--- config.mk ---
export PLATFORM = sky130hd
export DESIGN_NAME = ex_trap_arbiter
export DESIGN_NICKNAME = d
export VERILOG_FILES = /design/src/rtl/sparrow_trap_pkg.sv /design/src/rtl/trap_pick.sv /design/src/rtl/ex_trap_arbiter.sv
export SDC_FILE = /design/constraint.sdc
export NUM_CORES = 1
export LEC_CHECK = 0
export CORE_MARGIN = 2
export CORE_UTILIZATION = 25
export CTS_CLUSTER_SIZE = 14
export DETAILED_ROUTE_END_ITERATION = 10
export DONT_BUFFER_PORTS = 1
export PLACE_DENSITY = 0.48
export SETUP_SLACK_MARGIN = 0.2
export SYNTH_ARGS = -nofsm -noshare
export SYNTH_HDL_FRONTEND = slang
export SYNTH_SLANG_ARGS = --single-unit
--- constraint.sdc ---
create_clock -name clk_i -period 3.1 [get_ports clk_i]
set_input_delay 0.62 -clock clk_i [delete_from_list [all_inputs] [get_ports clk_i]]
set_output_delay 0.62 -clock clk_i [all_outputs]
set_load 0.01 [all_outputs]
--- src/rtl/sparrow_trap_pkg.sv ---
// Shared definitions for the external-trap arbiter: config register offsets and FSM states.
package sparrow_trap_pkg;

   localparam logic [3:0] TRAP_ENABLE  = 4'h0;
   localparam logic [3:0] TRAP_EDGE    = 4'h4;
   localparam logic [3:0] TRAP_PENDING = 4'h8;
   localparam logic [3:0] TRAP_CLAIM   = 4'hC;

   typedef enum logic [1:0] {
      IDLE    = 2'd0,
      REQ     = 2'd1,
      CLAIMED = 2'd2
   } trap_st_e;

endpackage

--- src/rtl/trap_pick.sv ---
// Combinational winner select over the eligible vector.
// EX_TRAP_RR_EN: round-robin starting after last_i; otherwise lowest index wins.
module trap_pick #(
   parameter int unsigned NSRC = 8,
   parameter int unsigned IDW  = $clog2(NSRC + 1)
) (
   input  logic [NSRC-1:0] elig_i,
`ifdef EX_TRAP_RR_EN
   input  logic [IDW-1:0]  last_i,
`endif
   output logic            hit_o,
   output logic [IDW-1:0]  idx_o
);

`ifdef EX_TRAP_RR_EN
   always_comb begin
      int unsigned j;
      hit_o = 1'b0;
      idx_o = '0;
      j     = 0;
      // Scan NSRC slots beginning one past the last grant; first hit wins.
      for (int unsigned k = 0; k < NSRC; k++) begin
         j = (32'(last_i) + 32'd1 + k) % NSRC;
         if (!hit_o && elig_i[j]) begin
            hit_o = 1'b1;
            idx_o = IDW'(j);
         end
      end
   end
`else
   always_comb begin
      hit_o = 1'b0;
      idx_o = '0;
      for (int i = int'(NSRC) - 1; i >= 0; i--) begin
         if (elig_i[i]) begin
            hit_o = 1'b1;
            idx_o = IDW'(i);
         end
      end
   end
`endif

endmodule

--- src/rtl/ex_trap_arbiter.sv ---
// Shares the core external-trap handshake between NSRC sources with claim/complete.
// EX_TRAP_RR_EN selects round-robin arbitration instead of fixed priority.
module ex_trap_arbiter
   import sparrow_trap_pkg::*;
#(
   parameter int unsigned NSRC = 8,
   parameter int unsigned IDW  = $clog2(NSRC + 1)
) (
   input  logic            clk_i,
   input  logic            rst_i,
   input  logic [NSRC-1:0] src_irq_i,
   input  logic            cfg_we_i,
   input  logic            cfg_re_i,
   input  logic [3:0]      cfg_addr_i,
   input  logic [31:0]     cfg_wdata_i,
   output logic [31:0]     cfg_rdata_o,
   output logic            trap_valid_o,
   input  logic            trap_ready_i,
   output logic [IDW-1:0]  trap_id_o
);

   logic [NSRC-1:0] enable_q, edge_q, src_q, epend_q, epend_d;
   logic [NSRC-1:0] pending, inflight_mask, eligible, w1c, grant_clr;
   logic [3:0]      addr_w;
   logic            wr_en, wr_edge, wr_pend, wr_claim;
   logic            pick_hit;
   logic [IDW-1:0]  pick_idx;
   trap_st_e        state_q, state_d;
   logic            trap_valid_q, trap_valid_d;
   logic [IDW-1:0]  trap_id_q, trap_id_d;
   logic [31:0]     rdata_q, rdata_d;
   logic            unused_bits;
`ifdef EX_TRAP_RR_EN
   logic [IDW-1:0]  last_q, last_d;
`endif

   assign unused_bits = ^{cfg_addr_i[1:0], cfg_wdata_i[31:NSRC]};

   assign addr_w   = {cfg_addr_i[3:2], 2'b00};
   assign wr_en    = cfg_we_i && (addr_w == TRAP_ENABLE);
   assign wr_edge  = cfg_we_i && (addr_w == TRAP_EDGE);
   assign wr_pend  = cfg_we_i && (addr_w == TRAP_PENDING);
   assign wr_claim = cfg_we_i && (addr_w == TRAP_CLAIM);

   always_comb begin
      inflight_mask = '0;
      for (int unsigned i = 0; i < NSRC; i++) begin
         inflight_mask[i] = (trap_id_q == IDW'(i + 1));
      end
   end

   // Level sources mirror src_q; edge sources use the sticky epend_q bit.
   assign pending   = (edge_q & epend_q) | (~edge_q & src_q);
   assign eligible  = pending & enable_q & ~inflight_mask;
   assign w1c       = wr_pend ? cfg_wdata_i[NSRC-1:0] : '0;
   assign grant_clr = ((state_q == REQ) && trap_ready_i) ? inflight_mask : '0;
   assign epend_d   = (epend_q & ~(w1c | grant_clr)) | (src_irq_i & ~src_q & edge_q);

   trap_pick #(.NSRC(NSRC), .IDW(IDW)) u_pick (
      .elig_i (eligible),
`ifdef EX_TRAP_RR_EN
      .last_i (last_q),
`endif
      .hit_o  (pick_hit),
      .idx_o  (pick_idx)
   );

   always_comb begin
      state_d      = state_q;
      trap_valid_d = trap_valid_q;
      trap_id_d    = trap_id_q;
`ifdef EX_TRAP_RR_EN
      last_d       = last_q;
`endif
      case (state_q)
         IDLE: begin
            if (pick_hit) begin
               state_d      = REQ;
               trap_valid_d = 1'b1;
               trap_id_d    = pick_idx + IDW'(1);
`ifdef EX_TRAP_RR_EN
               last_d       = pick_idx;
`endif
            end
         end
         REQ: begin
            if (trap_ready_i) begin
               state_d      = CLAIMED;
               trap_valid_d = 1'b0;
            end
         end
         CLAIMED: begin
            if (wr_claim && (cfg_wdata_i[IDW-1:0] == trap_id_q)) begin
               state_d   = IDLE;
               trap_id_d = '0;
            end
         end
         default: begin
            state_d      = IDLE;
            trap_valid_d = 1'b0;
            trap_id_d    = '0;
         end
      endcase
   end

   // Reads sample pre-write state, so a same-cycle write is not visible yet.
   always_comb begin
      rdata_d = rdata_q;
      if (cfg_re_i) begin
         case (addr_w)
            TRAP_ENABLE:  rdata_d = 32'(enable_q);
            TRAP_EDGE:    rdata_d = 32'(edge_q);
            TRAP_PENDING: rdata_d = 32'(pending);
            TRAP_CLAIM:   rdata_d = 32'(trap_id_q);
            default:      rdata_d = '0;
         endcase
      end
   end

   always_ff @(posedge clk_i) begin
      if (rst_i) begin
         enable_q     <= '0;
         edge_q       <= '0;
         src_q        <= '0;
         epend_q      <= '0;
         state_q      <= IDLE;
         trap_valid_q <= 1'b0;
         trap_id_q    <= '0;
         rdata_q      <= '0;
`ifdef EX_TRAP_RR_EN
         last_q       <= IDW'(NSRC - 1);
`endif
      end else begin
         if (wr_en)   enable_q <= cfg_wdata_i[NSRC-1:0];
         if (wr_edge) edge_q   <= cfg_wdata_i[NSRC-1:0];
         src_q        <= src_irq_i;
         epend_q      <= epend_d;
         state_q      <= state_d;
         trap_valid_q <= trap_valid_d;
         trap_id_q    <= trap_id_d;
         rdata_q      <= rdata_d;
`ifdef EX_TRAP_RR_EN
         last_q       <= last_d;
`endif
      end
   end

   assign cfg_rdata_o  = rdata_q;
   assign trap_valid_o = trap_valid_q;
   assign trap_id_o    = trap_id_q;

endmodule
; ---- Yosys cells after proc, flatten, opt, wreduce, memory -nomap -nowiden
; Index checks and enable logic that the tools add are counted.
[classes]
n_mux = 29
addsub = 1
n_bitwise = 16
n_reduce_logical = 11
n_eq_ne = 17
[ops]
columns = op, n
row1 = $and A8 B8 Y8, 7
row2 = $not A8 Y8, 4
row3 = $pmux W8 S4, 1
row4 = $mux W3, 8
row5 = $or A8 B8 Y8, 3
row6 = $eq A4 B3 Y1 const B, 4
row7 = $mux W8, 2
row8 = $pmux W4 S3, 1
row9 = $mux W1, 10
row10 = $reduce_and A3 Y1, 3
row11 = $eq A4 B2 Y1 const B, 2
row12 = $mux W4, 2
row13 = $eq A2 B2 Y1 const B, 3
row14 = $logic_and A1 B1 Y1, 6
row15 = $mux W2, 3
row16 = $ne A2 B2 Y1 const B, 3
row17 = $pmux W2 S3, 1
row18 = $add A4 B1 Y4 const B, 1
row19 = $eq A2 B1 Y1 const B, 2
row20 = $eq A4 B1 Y1 const B, 1
row21 = $eq A4 B4 Y1, 1
row22 = $eq A4 B4 Y1 const B, 1
row23 = $logic_not A4 Y1, 1
row24 = $pmux W1 S3, 1
row25 = other kinds (2), 3
[word_totals]
ff_bits = 71
output_inout_bits = 37
input_bits = 49
word_cells = 82

; ---- Depth between registers and ports, before layout
[depth]
ltp_word = 16
depth_mapped = 10
mapped_depth_nobuf = 9

; ---- Modules after synthesis
; Synthesis repeated with hierarchy kept, for this count alone.
[unflattened]
hier_cells = 303
area_unflattened_um2 = 2627.5
[modules_own_cells]
columns = module, seq_area_each_um2, cells_per_inst, n_inst, area_each_um2
row1 = ex_trap_arbiter, 940.9, 288, 1, 2536.2
row2 = trap_pick, 0.0, 15, 1, 91.3

; ---- Least setup slack after synthesis
; No wires, ideal clock.
[synth_timing]
path_type = register to register
start = reg trap_id_q[3], in the netlist trap_id_o[3]
end = reg trap_id_q[1], in the netlist trap_id_o[1]
n_path_buf = 1
setup_time_ps = 121
stages_incl_launch_ff = 9
synth_period_minus_slack_ps = 2193
path_slack_ps = 907
t_arrival_ps = 2072
required_ps = 2979
cell_sequence = dfxtp_1 buf_4 nor4b_1 a22oi_1 nor2b_1 o211a_1 ha_1 inv_1 a2bb2o_1
[synth_between]
elab_chain_len = 14
elab_cells_between_ends = 34
classes_between = add/sub: 1 / eq/ne: 11 / mux: 18 / bitwise: 2 / reduce/logical: 2
[synth_rtl]
columns = element, line
row1 = "start, declared", ex_trap_arbiter.sv:30  ; logic [IDW-1:0] trap_id_q, trap_id_d;
row2 = "start signal, assigned", ex_trap_arbiter.sv:140  ; trap_id_q <= trap_id_d;
row3 = $eq A4 B4 Y1, ex_trap_arbiter.sv:48  ; inflight_mask[i] = (trap_id_q == IDW'(i + 1));
row4 = $not A8 Y8, ex_trap_arbiter.sv:54  ; assign eligible = pending & enable_q & ~inflight_mask;
row5 = $and A8 B8 Y8, ex_trap_arbiter.sv:54
row6 = $mux W3 (8 in a row), trap_pick.sv:35  ; if (elig_i[i]) begin
row7 = $add A4 B1 Y4, ex_trap_arbiter.sv:80  ; trap_id_d = pick_idx + IDW'(1);
row8 = $mux W4, ex_trap_arbiter.sv:77  ; if (pick_hit) begin
row9 = $pmux W4 S3, ex_trap_arbiter.sv:75  ; case (state_q)
; Several ways; a longest one is shown, not always the timed one. The select of a mux whose other input is x is not followed.
; A chain may end at the register's enable or synchronous reset.

; ---- Worst setup path after layout
[layout_timing]
start = reg trap_id_q[0], in the netlist trap_id_o[0]
end = reg trap_id_q[1], in the netlist trap_id_o[1]
; The elaborated chain is that of the path after synthesis.

==> key figures <==
Outcome
  • Status: finished clean

Drt
  • DR vias/cell: 4.75
  • Iter 0 DRT Violations: 64
  • DRC: 0
  • Vias after detailed routing: 2025
  • DR pass1 iterations: 4
  • WL final: 6.80 mm
  • WL/cell: 16.0 um
  • Routed Antenna Nets: 0

Cells and area
  • Diodes inserted: 0
  • Commonest non-fill, non-tap cell in the layout: dfxtp_1
  • Area grow syn2layout: 5.47%
  • Commonest non-fill, non-tap cells in the layout: dfxtp_1, nor2_1, nand2_1, conb_1, a21oi_1
  • NumNets Final: 339
  • Final core occ: 26.9%
  • Layout cell share with drive strength beyond 1: 10.3%
  • Final Non-Filler Cells: 426
  • FILL cells: 1102

Floorplanning
  • Die span in x: 106 um
  • Die ar.: 0.0113 sq mm
  • Io pins: 86
  • Row count: 37
  • Die Y: 106 um
  • Starting Density: 25.5%
  • Core box area: 0.0102 sq mm

STA
  • Final hold viol count: 0
  • Worst slew pin tran: 0.738 ns
  • Final setup fails: 0
  • F_max: 396 MHz
  • Slew HR: 50.7%
  • Worst Hold Slack: 0.374 ns
  • Tcrit/Tclk final: 81.5%
  • Post-layout min period: 2.53 ns
  • Worst Clk Skew: 0.0102 ns
  • Unrepaired setup endpoints after global routing: false
  • Final TNS setup: 0 ns
  • Max Slew Vio Count: 0

Clock network
  • CTS tree: done
  • Clock slew at reported path FFs: 0.09 ns
  • Clk sinks: 47
  • Post-CTS Resized: 0
  • Root buf cell: clkbuf_8
  • Worst-Skew Late Latency: 0.31 ns
  • CTS Buffer Depth: 2
  • CTS buffer count: 5
  • H-tree Lvls: 2
  • Postcts setup bufs: 0
  • Cts hold-fix bufs: 0

Run
  • Max Cap Viol: 0

Logic synthesis
  • Post-Syn Area per Cell: 8.87 sq um
  • Register area share after synthesis: 36.1%
  • Top_reg_cell synth: dfxtp_1
  • Post-synth EDFFs: 0
  • Synth cell types: 54
  • Async SR Flop Fraction: 0%
  • Syn Inst Count: 294
  • Yosys warns: 0
  • Seq cells post-synth: 47
  • Post-Syn Area: 0.00261 sq mm

Worst hold path
  • Hold Path Origin: rst_i
  • Hold crit path type: in -> reg

Global routing
  • Number of global-route vias before repair: 1973
  • Global-route usage over all layers: 12.1%
  • First-pass GRT wire length: 10.5 mm
  • Initial antenna violation count: 0
  • Largest net degree at the start of global routing: 46
  • Total gr overflow: 0

Power
  • Power density over cell area: 438 mW/mm^2
  • Overall power: 1.20 mW
  • Flop pwr share: 54.3%
  • Psw: 0.315 mW
  • Sw frac: 26.1%
  • Static leakage: 0.974 nW
  • Share of total power in combinational logic: 10.6%
  • Max IR drop VDD: 0.154 mV
  • Cell-internal power: 0.890 mW
  • Clk pwr share: 35.1%

Setup path
  • CP required: 3.30 ns
  • Reg2reg end: trap_id_o[1]
  • Reg2reg setup slack: 0.57 ns
  • Crit Path Max Fanout: 13
  • Crit. Startpoint: trap_id_o[0]
  • Reg2reg path depth: 7
  • Worst r2r src: trap_id_o[0]
  • Crit path launch type: flop
  • Nature of the critical path endpoint: flop
  • WS Path Type: reg -> reg
  • Critical path capture point: trap_id_o[1]
  • CP arrival: 2.73 ns

Place
  • Placed insts: 418
  • RD Place Congestion: 0.822
  • DPL Wire Length: 4.92 mm
  • Port bufs: 0
==> cells by family (layout without fill, tap and decap cells) <==
kind of cell,after synthesis,count (layout),synth area share [%]
xor+xnor,4,4,1.34
mux,24,24,11.6
other cells,1,24,0.144
fa+ha+maj,1,1,0.480
flops,47,47,36.1
compound gates,65,65,18.4
simple gates,104,104,21.1
buf+inv,48,21,10.9
==> through the flow <==
stage               instance area [sq um]  worst slack [ns]
global route                         2750             0.428
floorplan                            2690             0.907
detailed placement                   2650             0.612
global placement                     2650             0.632
CTS                                  2750             0.603
finish                               2750             0.573
==> worst max-delay path, stage by stage, from the launching register on <==
cell and delay [ns]:
dfxtp_1 0.71, inv_1 0.17, o311ai_2 0.49, o211ai_1 0.16, o22ai_1 0.29, ha_1 0.30
inv_1 0.05, a2bb2o_1 0.27
==> final cells by class <==
type	count	area, sq um	share of cell area (%)
timing repair buffer	5	37.5	1.36
tap	136	170	6.19
sequential	47	941	34.2
multi-input combinational	222	1470	53.4
inverter	8	30.0	1.09
clock buffer	7	96.3	3.50
clock inverter	1	7.51	0.273
==> worst min path at each step <==
stage	endpoint	slack [ns]	cells past startpoint
floorplan	epend_q[1]	0.46	2
global placement	epend_q[3]	0.47	2
detailed placement	epend_q[0]	0.48	2
CTS	epend_q[0]	0.36	1
global route	epend_q[0]	0.36	1
finish	epend_q[0]	0.37	1
==> Yosys cell counts, types with 2 or more instances <==
master,instances,area share [%]
and2_1,5,1.2
nand3b_1,9,2.6
nor2_1,25,3.6
o311ai_2,2,1.2
mux2i_1,14,5.4
or2b_1,2,0.58
mux4_2,4,3.5
mux2_2,5,2.2
o211ai_1,8,2.3
buf_1,2,0.29
o2bb2ai_1,2,0.67
o21ai_0,8,1.5
a32oi_1,2,0.67
buf_4,25,7.2
o221ai_1,4,1.3
xnor2_1,3,1.0
buf_2,3,0.58
clkbuf_1,9,1.3
nand3_1,10,1.9
dfxtp_1,47,36
nor2b_1,17,4.1
nand2_1,24,3.5
a22oi_1,3,0.86
inv_1,8,1.2
nor3_1,2,0.38
a21oi_1,22,4.2
a31oi_1,2,0.48
==> registers in the layout, summed over array words and instances, names as in the netlist <==
name and cells:
state_q 2, trap_valid_o 1, epend_q 8, src_q 8, cfg_rdata_o 8, enable_q 8
trap_id_o 4, edge_q 8
==> power groups by stage <==
stage | Sequential [mW] | Clock [mW] | Combinational [mW]
global placement | 0.668 | 0 | 0.126
CTS | 0.655 | 0.442 | 0.128
floorplan | 0.659 | 0 | 0.147
global route | 0.659 | 0.455 | 0.141
detailed placement | 0.669 | 0 | 0.127
finish | 0.654 | 0.423 | 0.127
==> per-layer routing <==
layer | track usage [%] | routed length [um] | up-vias | part of all wire, %
li1 | - | - | 984 | -
met1 | 14.4 | 3040 | 969 | 45
met2 | 19.6 | 3120 | 57 | 46
met3 | 3.99 | 445 | 15 | 6.5
met4 | 5.45 | 189 | 0 | 2.8
met5 | 0 | 0 | - | 0
Power figures use the tool's default switching activity.
